==> config.mk <==
export PLATFORM = sky130hd
export DESIGN_NAME = sr_shift_sequencer_flat
export DESIGN_NICKNAME = d
export VERILOG_FILES = /design/src/rtl/sr_shift_sequencer_if.sv /design/src/rtl/sr_shift_sequencer.sv /design/src/flat_wrapper.sv
export SDC_FILE = /design/constraint.sdc
export NUM_CORES = 1
export LEC_CHECK = 0
export CAP_MARGIN = 30
export CORE_UTILIZATION = 40
export DETAILED_ROUTE_END_ITERATION = 10
export PLACE_DENSITY = 0.74
export SETUP_SLACK_MARGIN = 0.3
export SLEW_MARGIN = 40
export SYNTH_ARGS = -nofsm -noshare
export SYNTH_HDL_FRONTEND = slang
export SYNTH_SLANG_ARGS = --single-unit
==> constraint.sdc <==
create_clock -name clk_100 -period 5.6 [get_ports clk_100]
set_input_delay 0.56 -clock clk_100 [delete_from_list [all_inputs] [get_ports clk_100]]
set_output_delay 0.56 -clock clk_100 [all_outputs]
set_load 0.1 [all_outputs]
==> src/rtl/sr_shift_sequencer_if.sv <==
// FIFO and detector shift-register signals of the WRITE-phase sequencer.
// The master side is the sequencer; the slave side is the FIFOs plus the chip.
interface sr_shift_sequencer_if;
  logic [7:0] fifo1_dout;
  logic       fifo1_empty;
  logic       fifo1_valid;
  logic       fifo1_rd_en;
  logic [7:0] fifo2_din;
  logic       fifo2_wr_en;
  logic       fifo2_full;
  logic       sr_clk;
  logic       sr_din;
  logic       sr_dout;
  logic       sr_load;

  modport master (
    input  fifo1_dout, fifo1_empty, fifo1_valid, fifo2_full, sr_dout,
    output fifo1_rd_en, fifo2_din, fifo2_wr_en, sr_clk, sr_din, sr_load
  );

  modport slave (
    output fifo1_dout, fifo1_empty, fifo1_valid, fifo2_full, sr_dout,
    input  fifo1_rd_en, fifo2_din, fifo2_wr_en, sr_clk, sr_din, sr_load
  );
endinterface

==> src/rtl/sr_shift_sequencer.sv <==
// WRITE-phase sequencer: pops config bytes from fifo1, shifts them MSB-first into
// the detector chip on a divided clock, repacks the returned bits into fifo2.
module sr_shift_sequencer #(
  parameter int CLK_DIV  = 50,
  parameter int DIV_W    = 8,
  parameter int LOAD_CYC = 4
) (
  input  logic                  clk_100,
  input  logic                  Reset,
  input  logic                  start,
  input  logic                  abort,
  sr_shift_sequencer_if.master  bus,
  output logic                  busy,
  output logic                  done,
  output logic                  overflow,
  output logic [15:0]           byte_cnt
);

  localparam int LD_W = (LOAD_CYC > 1) ? $clog2(LOAD_CYC) : 1;
  localparam logic [DIV_W-1:0] DIV_LAST = DIV_W'(CLK_DIV - 1);
  localparam logic [LD_W-1:0]  LD_LAST  = LD_W'(LOAD_CYC - 1);

  typedef enum logic [2:0] {
    IDLE     = 3'd0,
    FETCH    = 3'd1,
    WAIT_ACK = 3'd2,
    SHIFT_LO = 3'd3,
    SHIFT_HI = 3'd4,
    STORE    = 3'd5,
    LOAD     = 3'd6,
    DONE     = 3'd7
  } state_t;

  state_t           state_q, state_d;
  logic [DIV_W-1:0] div_q, div_d;
  logic [LD_W-1:0]  ld_q, ld_d;
  logic [2:0]       bit_q, bit_d;
  logic [7:0]       tx_q, tx_d;
  logic [7:0]       rx_q, rx_d;
  logic [15:0]      cnt_q, cnt_d;
  logic             ovf_q, ovf_d;
  logic [7:0]       f2din_q, f2din_d;
  logic             wr_q, wr_d;
  logic             rd_q, rd_d;
  logic             sclk_q, sclk_d;
  logic             sdin_q, sdin_d;
  logic             load_q, load_d;
  logic             busy_q, busy_d;
  logic             done_q, done_d;

  function automatic logic [15:0] sat_inc(input logic [15:0] v);
    return (v == 16'hFFFF) ? v : v + 16'd1;
  endfunction

  // Next-state and datapath updates
  always_comb begin
    state_d = state_q;
    div_d   = div_q;
    ld_d    = ld_q;
    bit_d   = bit_q;
    tx_d    = tx_q;
    rx_d    = rx_q;
    cnt_d   = cnt_q;
    ovf_d   = ovf_q;
    f2din_d = f2din_q;
    wr_d    = 1'b0;

    case (state_q)
      IDLE: begin
        if (start) begin
          cnt_d   = 16'd0;
          ovf_d   = 1'b0;
          state_d = bus.fifo1_empty ? DONE : FETCH;
        end
      end
      FETCH: state_d = WAIT_ACK;
      WAIT_ACK: begin
        if (bus.fifo1_valid) begin
          tx_d    = bus.fifo1_dout;
          bit_d   = 3'd7;
          div_d   = '0;
          state_d = SHIFT_LO;
        end
      end
      SHIFT_LO: begin
        if (div_q == DIV_LAST) begin
          div_d   = '0;
          rx_d    = {rx_q[6:0], bus.sr_dout};
          state_d = SHIFT_HI;
        end else begin
          div_d = div_q + DIV_W'(1);
        end
      end
      SHIFT_HI: begin
        if (div_q == DIV_LAST) begin
          div_d = '0;
          tx_d  = {tx_q[6:0], 1'b0};
          if (bit_q == 3'd0) begin
            // The fifo2 write is decided on entry so the strobe lines up with STORE.
            state_d = STORE;
            cnt_d   = sat_inc(cnt_q);
            if (bus.fifo2_full) begin
              ovf_d = 1'b1;
            end else begin
              wr_d    = 1'b1;
              f2din_d = rx_q;
            end
          end else begin
            bit_d   = bit_q - 3'd1;
            state_d = SHIFT_LO;
          end
        end else begin
          div_d = div_q + DIV_W'(1);
        end
      end
      STORE: begin
        if (bus.fifo1_empty) begin
          ld_d    = '0;
          state_d = LOAD;
        end else begin
          state_d = FETCH;
        end
      end
      LOAD: begin
        if (ld_q == LD_LAST) state_d = DONE;
        else                 ld_d    = ld_q + LD_W'(1);
      end
      DONE:    state_d = IDLE;
      default: state_d = IDLE;
    endcase

    if (abort) begin
      state_d = IDLE;
      wr_d    = 1'b0;
      cnt_d   = cnt_q;
      ovf_d   = ovf_q;
      f2din_d = f2din_q;
    end
  end

  // Registered outputs decoded from the state being entered
  always_comb begin
    rd_d   = (state_d == FETCH);
    sclk_d = (state_d == SHIFT_HI);
    load_d = (state_d == LOAD);
    busy_d = (state_d != IDLE);
    done_d = (state_d == DONE);
    sdin_d = 1'b0;
    if ((state_d == SHIFT_LO) || (state_d == SHIFT_HI)) sdin_d = tx_d[7];
  end

  always_ff @(posedge clk_100) begin
    if (Reset) begin
      state_q <= IDLE;
      div_q   <= '0;
      ld_q    <= '0;
      bit_q   <= 3'd0;
      cnt_q   <= 16'd0;
      ovf_q   <= 1'b0;
      f2din_q <= 8'd0;
      wr_q    <= 1'b0;
      rd_q    <= 1'b0;
      sclk_q  <= 1'b0;
      sdin_q  <= 1'b0;
      load_q  <= 1'b0;
      busy_q  <= 1'b0;
      done_q  <= 1'b0;
    end else begin
      state_q <= state_d;
      div_q   <= div_d;
      ld_q    <= ld_d;
      bit_q   <= bit_d;
      cnt_q   <= cnt_d;
      ovf_q   <= ovf_d;
      f2din_q <= f2din_d;
      wr_q    <= wr_d;
      rd_q    <= rd_d;
      sclk_q  <= sclk_d;
      sdin_q  <= sdin_d;
      load_q  <= load_d;
      busy_q  <= busy_d;
      done_q  <= done_d;
    end
  end

  // Shift registers carry only data and are always overwritten before use
  always_ff @(posedge clk_100) begin
    tx_q <= tx_d;
    rx_q <= rx_d;
  end

  assign bus.fifo1_rd_en = rd_q;
  assign bus.fifo2_din   = f2din_q;
  assign bus.fifo2_wr_en = wr_q;
  assign bus.sr_clk      = sclk_q;
  assign bus.sr_din      = sdin_q;
  assign bus.sr_load     = load_q;
  assign busy            = busy_q;
  assign done            = done_q;
  assign overflow        = ovf_q;
  assign byte_cnt        = cnt_q;

endmodule

==> src/flat_wrapper.sv <==
// flat-port wrapper written by rule: the top's interface ports become plain ports
module sr_shift_sequencer_flat 
#(
  parameter int CLK_DIV  = 50,
  parameter int DIV_W    = 8,
  parameter int LOAD_CYC = 4
)
  (clk_100, Reset, start, abort, busy, done, overflow, byte_cnt, bus_fifo1_dout, bus_fifo1_empty, bus_fifo1_valid, bus_fifo2_full, bus_sr_dout, bus_fifo1_rd_en, bus_fifo2_din, bus_fifo2_wr_en, bus_sr_clk, bus_sr_din, bus_sr_load);
  sr_shift_sequencer_if bus_i ();
  input  logic clk_100;
  input  logic Reset;
  input  logic start;
  input  logic abort;
  output logic busy;
  output logic done;
  output logic overflow;
  output logic [15:0] byte_cnt;
  input wire logic [$bits(bus_i.fifo1_dout)-1:0] bus_fifo1_dout;
  input wire logic [$bits(bus_i.fifo1_empty)-1:0] bus_fifo1_empty;
  input wire logic [$bits(bus_i.fifo1_valid)-1:0] bus_fifo1_valid;
  input wire logic [$bits(bus_i.fifo2_full)-1:0] bus_fifo2_full;
  input wire logic [$bits(bus_i.sr_dout)-1:0] bus_sr_dout;
  output wire logic [$bits(bus_i.fifo1_rd_en)-1:0] bus_fifo1_rd_en;
  output wire logic [$bits(bus_i.fifo2_din)-1:0] bus_fifo2_din;
  output wire logic [$bits(bus_i.fifo2_wr_en)-1:0] bus_fifo2_wr_en;
  output wire logic [$bits(bus_i.sr_clk)-1:0] bus_sr_clk;
  output wire logic [$bits(bus_i.sr_din)-1:0] bus_sr_din;
  output wire logic [$bits(bus_i.sr_load)-1:0] bus_sr_load;
  assign bus_i.fifo1_dout = bus_fifo1_dout;
  assign bus_i.fifo1_empty = bus_fifo1_empty;
  assign bus_i.fifo1_valid = bus_fifo1_valid;
  assign bus_i.fifo2_full = bus_fifo2_full;
  assign bus_i.sr_dout = bus_sr_dout;
  assign bus_fifo1_rd_en = bus_i.fifo1_rd_en;
  assign bus_fifo2_din = bus_i.fifo2_din;
  assign bus_fifo2_wr_en = bus_i.fifo2_wr_en;
  assign bus_sr_clk = bus_i.sr_clk;
  assign bus_sr_din = bus_i.sr_din;
  assign bus_sr_load = bus_i.sr_load;
  sr_shift_sequencer #(.CLK_DIV(CLK_DIV), .DIV_W(DIV_W), .LOAD_CYC(LOAD_CYC)) u_core (.clk_100(clk_100), .Reset(Reset), .start(start), .abort(abort), .bus(bus_i), .busy(busy), .done(done), .overflow(overflow), .byte_cnt(byte_cnt));
endmodule
==> metrics.txt <==
outcome finished clean; GP Congestion 0.839; share of the synthesized area in the top cell type between 30% and 40%; Post-CTS Resized 0; hold_buf cts 0; WL met1 between 3000 and 4000 µm; DRT Wirelength between 7000 and 8000 µm; Setup CP Type register to register; main combinational cell family by area after synthesis simple AND/OR/NAND/NOR gates; Iter 0 DRT Violations 166; hold violation total from the final report 0; H-tree depth 3; r2r setup slk between 2 and 3 ns; Slew HR a little under half; Die W between 80 and 90 µm; hold depth 0; Max stage delay on crit path 0.70 ns; CP delay by family, top simple AND/OR/NAND/NOR gates; top routing layer used met4; chip height 89.7 µm; Finished Cell Area ~3600 µm²; Crit. End Element register; Clock Power Share 37.7%; port bufs 47; worst clock skew ~0.0083 ns; Setup TNS 0 ns; post-synthesis sequential area ratio 46.5%; post-synthesis register bit count 64; Netlist cell types 52; first-pass GRT wire length 11900 µm; RSZ-0062 raised after global routing false; Critical-path top delay cell nor3_2; share of the clock period used by the worst path about half; syn avg cell area between 9 and 10 µm²; Critical Path RT a little under 6 ns; Net Sw Frac 28.6%; Final nets 387; Compound-Gate Fraction of Synth Area a little over a fifth; max-slew violations 0; Synth Instances 323; worst vdd ir 145 µV; largest net degree at the start of global routing 30; Synth warnings 0; row count 31; DR WL met3 between 300 and 400 µm; r2r worst-path depth 5; post-route ant nets 0; area growth from synthesis to layout 18.0%; mux cell area share after synthesis ~3.3%; critical-path maximum fanout 14; commonest non-fill, non-tap cell in the layout dfxtp_1; Critical path buffers and inverters 0; vias around 2700; synth top area cells dfxtp_1 (32%), edfxtp_1 (15%), a2111o_1 (4.0%); clock root buffer clkbuf_8; Vias per Instance slightly below 6; clk buf depth 2; wire per inst 15.3 µm; Startpoint Class register; Leak between 1 and 1.5 nW; most frequent cells in the layout dfxtp_1 (49), buf_2 (33), nor2_1 (27); power share of the combinational group between 10% and 20%; power density over cell area around 260 nW/µm²; CTS sink count 64; hold crit path type register to register; netlist area before placement just over 3000 µm²; worst slew pin tran 0.790 ns; crit path DAT around 3.0 ns; Final min period roughly 2.8 ns; Post-Synth Simple-Gate Area a little under a quarter; layout cell share with drive strength beyond 1 between 10% and 20%; Levels on crit path 5; core area ~7300 µm²; remaining global-route overflow 0; Setup-failing EPs final 0; syn nets approximately 350; GRT Total Usage between 10% and 20%; biggest area consumer among synthesized cells dfxtp_1; switching pwr between 0.2 and 0.3 mW; die area 8050 µm²; Post-Synth Adder-Cell Area about 2.4%; XOR/XNOR share of the synthesized area 0%; post-DP HPWL 4850 µm; worst-skew pair later-pin latency approximately 0.34 ns; clk slew on worst S/H paths around 0.080 ns; Top Ports 48; Async SR Flop Fraction 0%; number of global-route vias before repair approximately 2500; top_reg_cell synth dfxtp_1; crit path cell chain or3b_1 -> nor3_2 -> nor4_1 -> or4_1 -> a211oi_1; diode count 0; CTS tree built; DR pass1 iterations 4; max frequency 362 MHz; placed cell areas 3450 µm²; Starting Density approximately two fifths; max-cap viol count 0; post-CTS setup buffer count 0; Residual DRC 0; initial antenna violation count 0; Post-synth EDFFs 15; P_int 0.671 mW; met2 WL post-DR 3200 µm; TritonCTS buffer count 9; sequential power share 51.7%
==> per-stage QoR <==
| stage | utilization [%] | total power [mW] | cells | hold slack (ns) | worst slack [ns] |
|---|---|---|---|---|---|
| floorplan | - | 0.569 | 323 | 0.426 | 2.80 |
| global placement | 49.4 | 0.597 | 453 | 0.428 | 2.92 |
| detailed placement | 47.1 | 0.595 | 453 | 0.436 | 2.84 |
| CTS | 49.5 | 0.946 | 469 | 0.448 | 2.82 |
| global route | 49.5 | 0.981 | 469 | 0.462 | 2.66 |
| finish | 49.5 | 0.941 | 469 | 0.454 | 2.84 |
==> synth_stat cells, types with 4 or more instances <==
| master | instances |
|---|---|
| and3_1 | 8 |
| a311oi_1 | 5 |
| nand4_1 | 7 |
| or3_1 | 8 |
| nand2_1 | 19 |
| ha_1 | 6 |
| a21oi_1 | 20 |
| a211oi_1 | 5 |
| dfxtp_1 | 49 |
| a22o_1 | 6 |
| edfxtp_1 | 15 |
| nor2_1 | 27 |
| nand2b_1 | 5 |
| a2111o_1 | 11 |
| nor3_1 | 12 |
| nand3b_1 | 4 |
| o21ai_0 | 15 |
| nand3_1 | 13 |
| inv_1 | 10 |
| clkbuf_1 | 17 |
| mux2i_1 | 9 |
| o2111ai_1 | 6 |
==> metal layers <==
layer  up-vias  GRT usage [%]
met5         -              0
met3        17           4.57
li1       1326              -
met4         0           7.65
met2        89           27.5
met1      1284           24.9
==> worst paths after layout <==
path | startpoint | endpoint
setup reg to reg | u_core.state_q[2] | u_core.bus.sr_din
setup / recovery | u_core.state_q[2] | u_core.bus.sr_din
hold / removal | u_core.rx_q[6] | u_core.rx_q[7]
hold reg to reg | u_core.rx_q[6] | u_core.rx_q[7]
==> power by group through the flow <==
stage / clock network (mW) / logic [mW] / registers (mW)
2_1_floorplan: 0 / 0.0569 / 0.512
3_3_place_gp: 0 / 0.0999 / 0.497
3_5_place_dp: 0 / 0.0983 / 0.497
4_1_cts: 0.361 / 0.0987 / 0.487
5_1_grt: 0.385 / 0.108 / 0.488
6_report: 0.355 / 0.0994 / 0.487
==> logic make-up (layout without fill, tap and decap cells) <==
| logic type | after synthesis | after routing |
|---|---|---|
| AO/OA/AOI/OAI | 87 | 87 |
| adder cells (fa/ha/maj) | 6 | 6 |
| buffers and inverters | 28 | 75 |
| flip-flops | 64 | 64 |
| multiplexers | 10 | 10 |
| AND/OR/NAND/NOR | 128 | 128 |
==> flip-flops by register name (all words and copies together), names as in the netlist <==
name,cells
u_core.busy,1
u_core.state_q,3
u_core.bus.sr_din,1
u_core.bus.fifo1_rd_en,1
u_core.bus.sr_clk,1
u_core.bus.fifo2_din,8
u_core.tx_q,8
u_core.div_q,8
u_core.bit_q,3
u_core.overflow,1
u_core.done,1
u_core.bus.fifo2_wr_en,1
u_core.bus.sr_load,1
u_core.ld_q,2
u_core.rx_q,8
u_core.byte_cnt,16
==> cell type report <==
class	count	area, µm²
Fill cell	679	3700
Tap cell	99	124
Inverter	10	37.5
Timing Repair Buffer	49	320
Multi-Input combinational cell	231	1550
Clock inverter	7	47.5
Sequential cell	64	1430
Clock buffer	9	124
==> worst reg2reg max path, stage by stage (launching register included) <==
cell and delay [ns]:
dfxtp_1 0.54, or3b_1 0.51, nor3_2 0.70, nor4_1 0.20, or4_1 0.54, a211oi_1 0.19
Note: power is estimated with default switching activity, not from simulation.
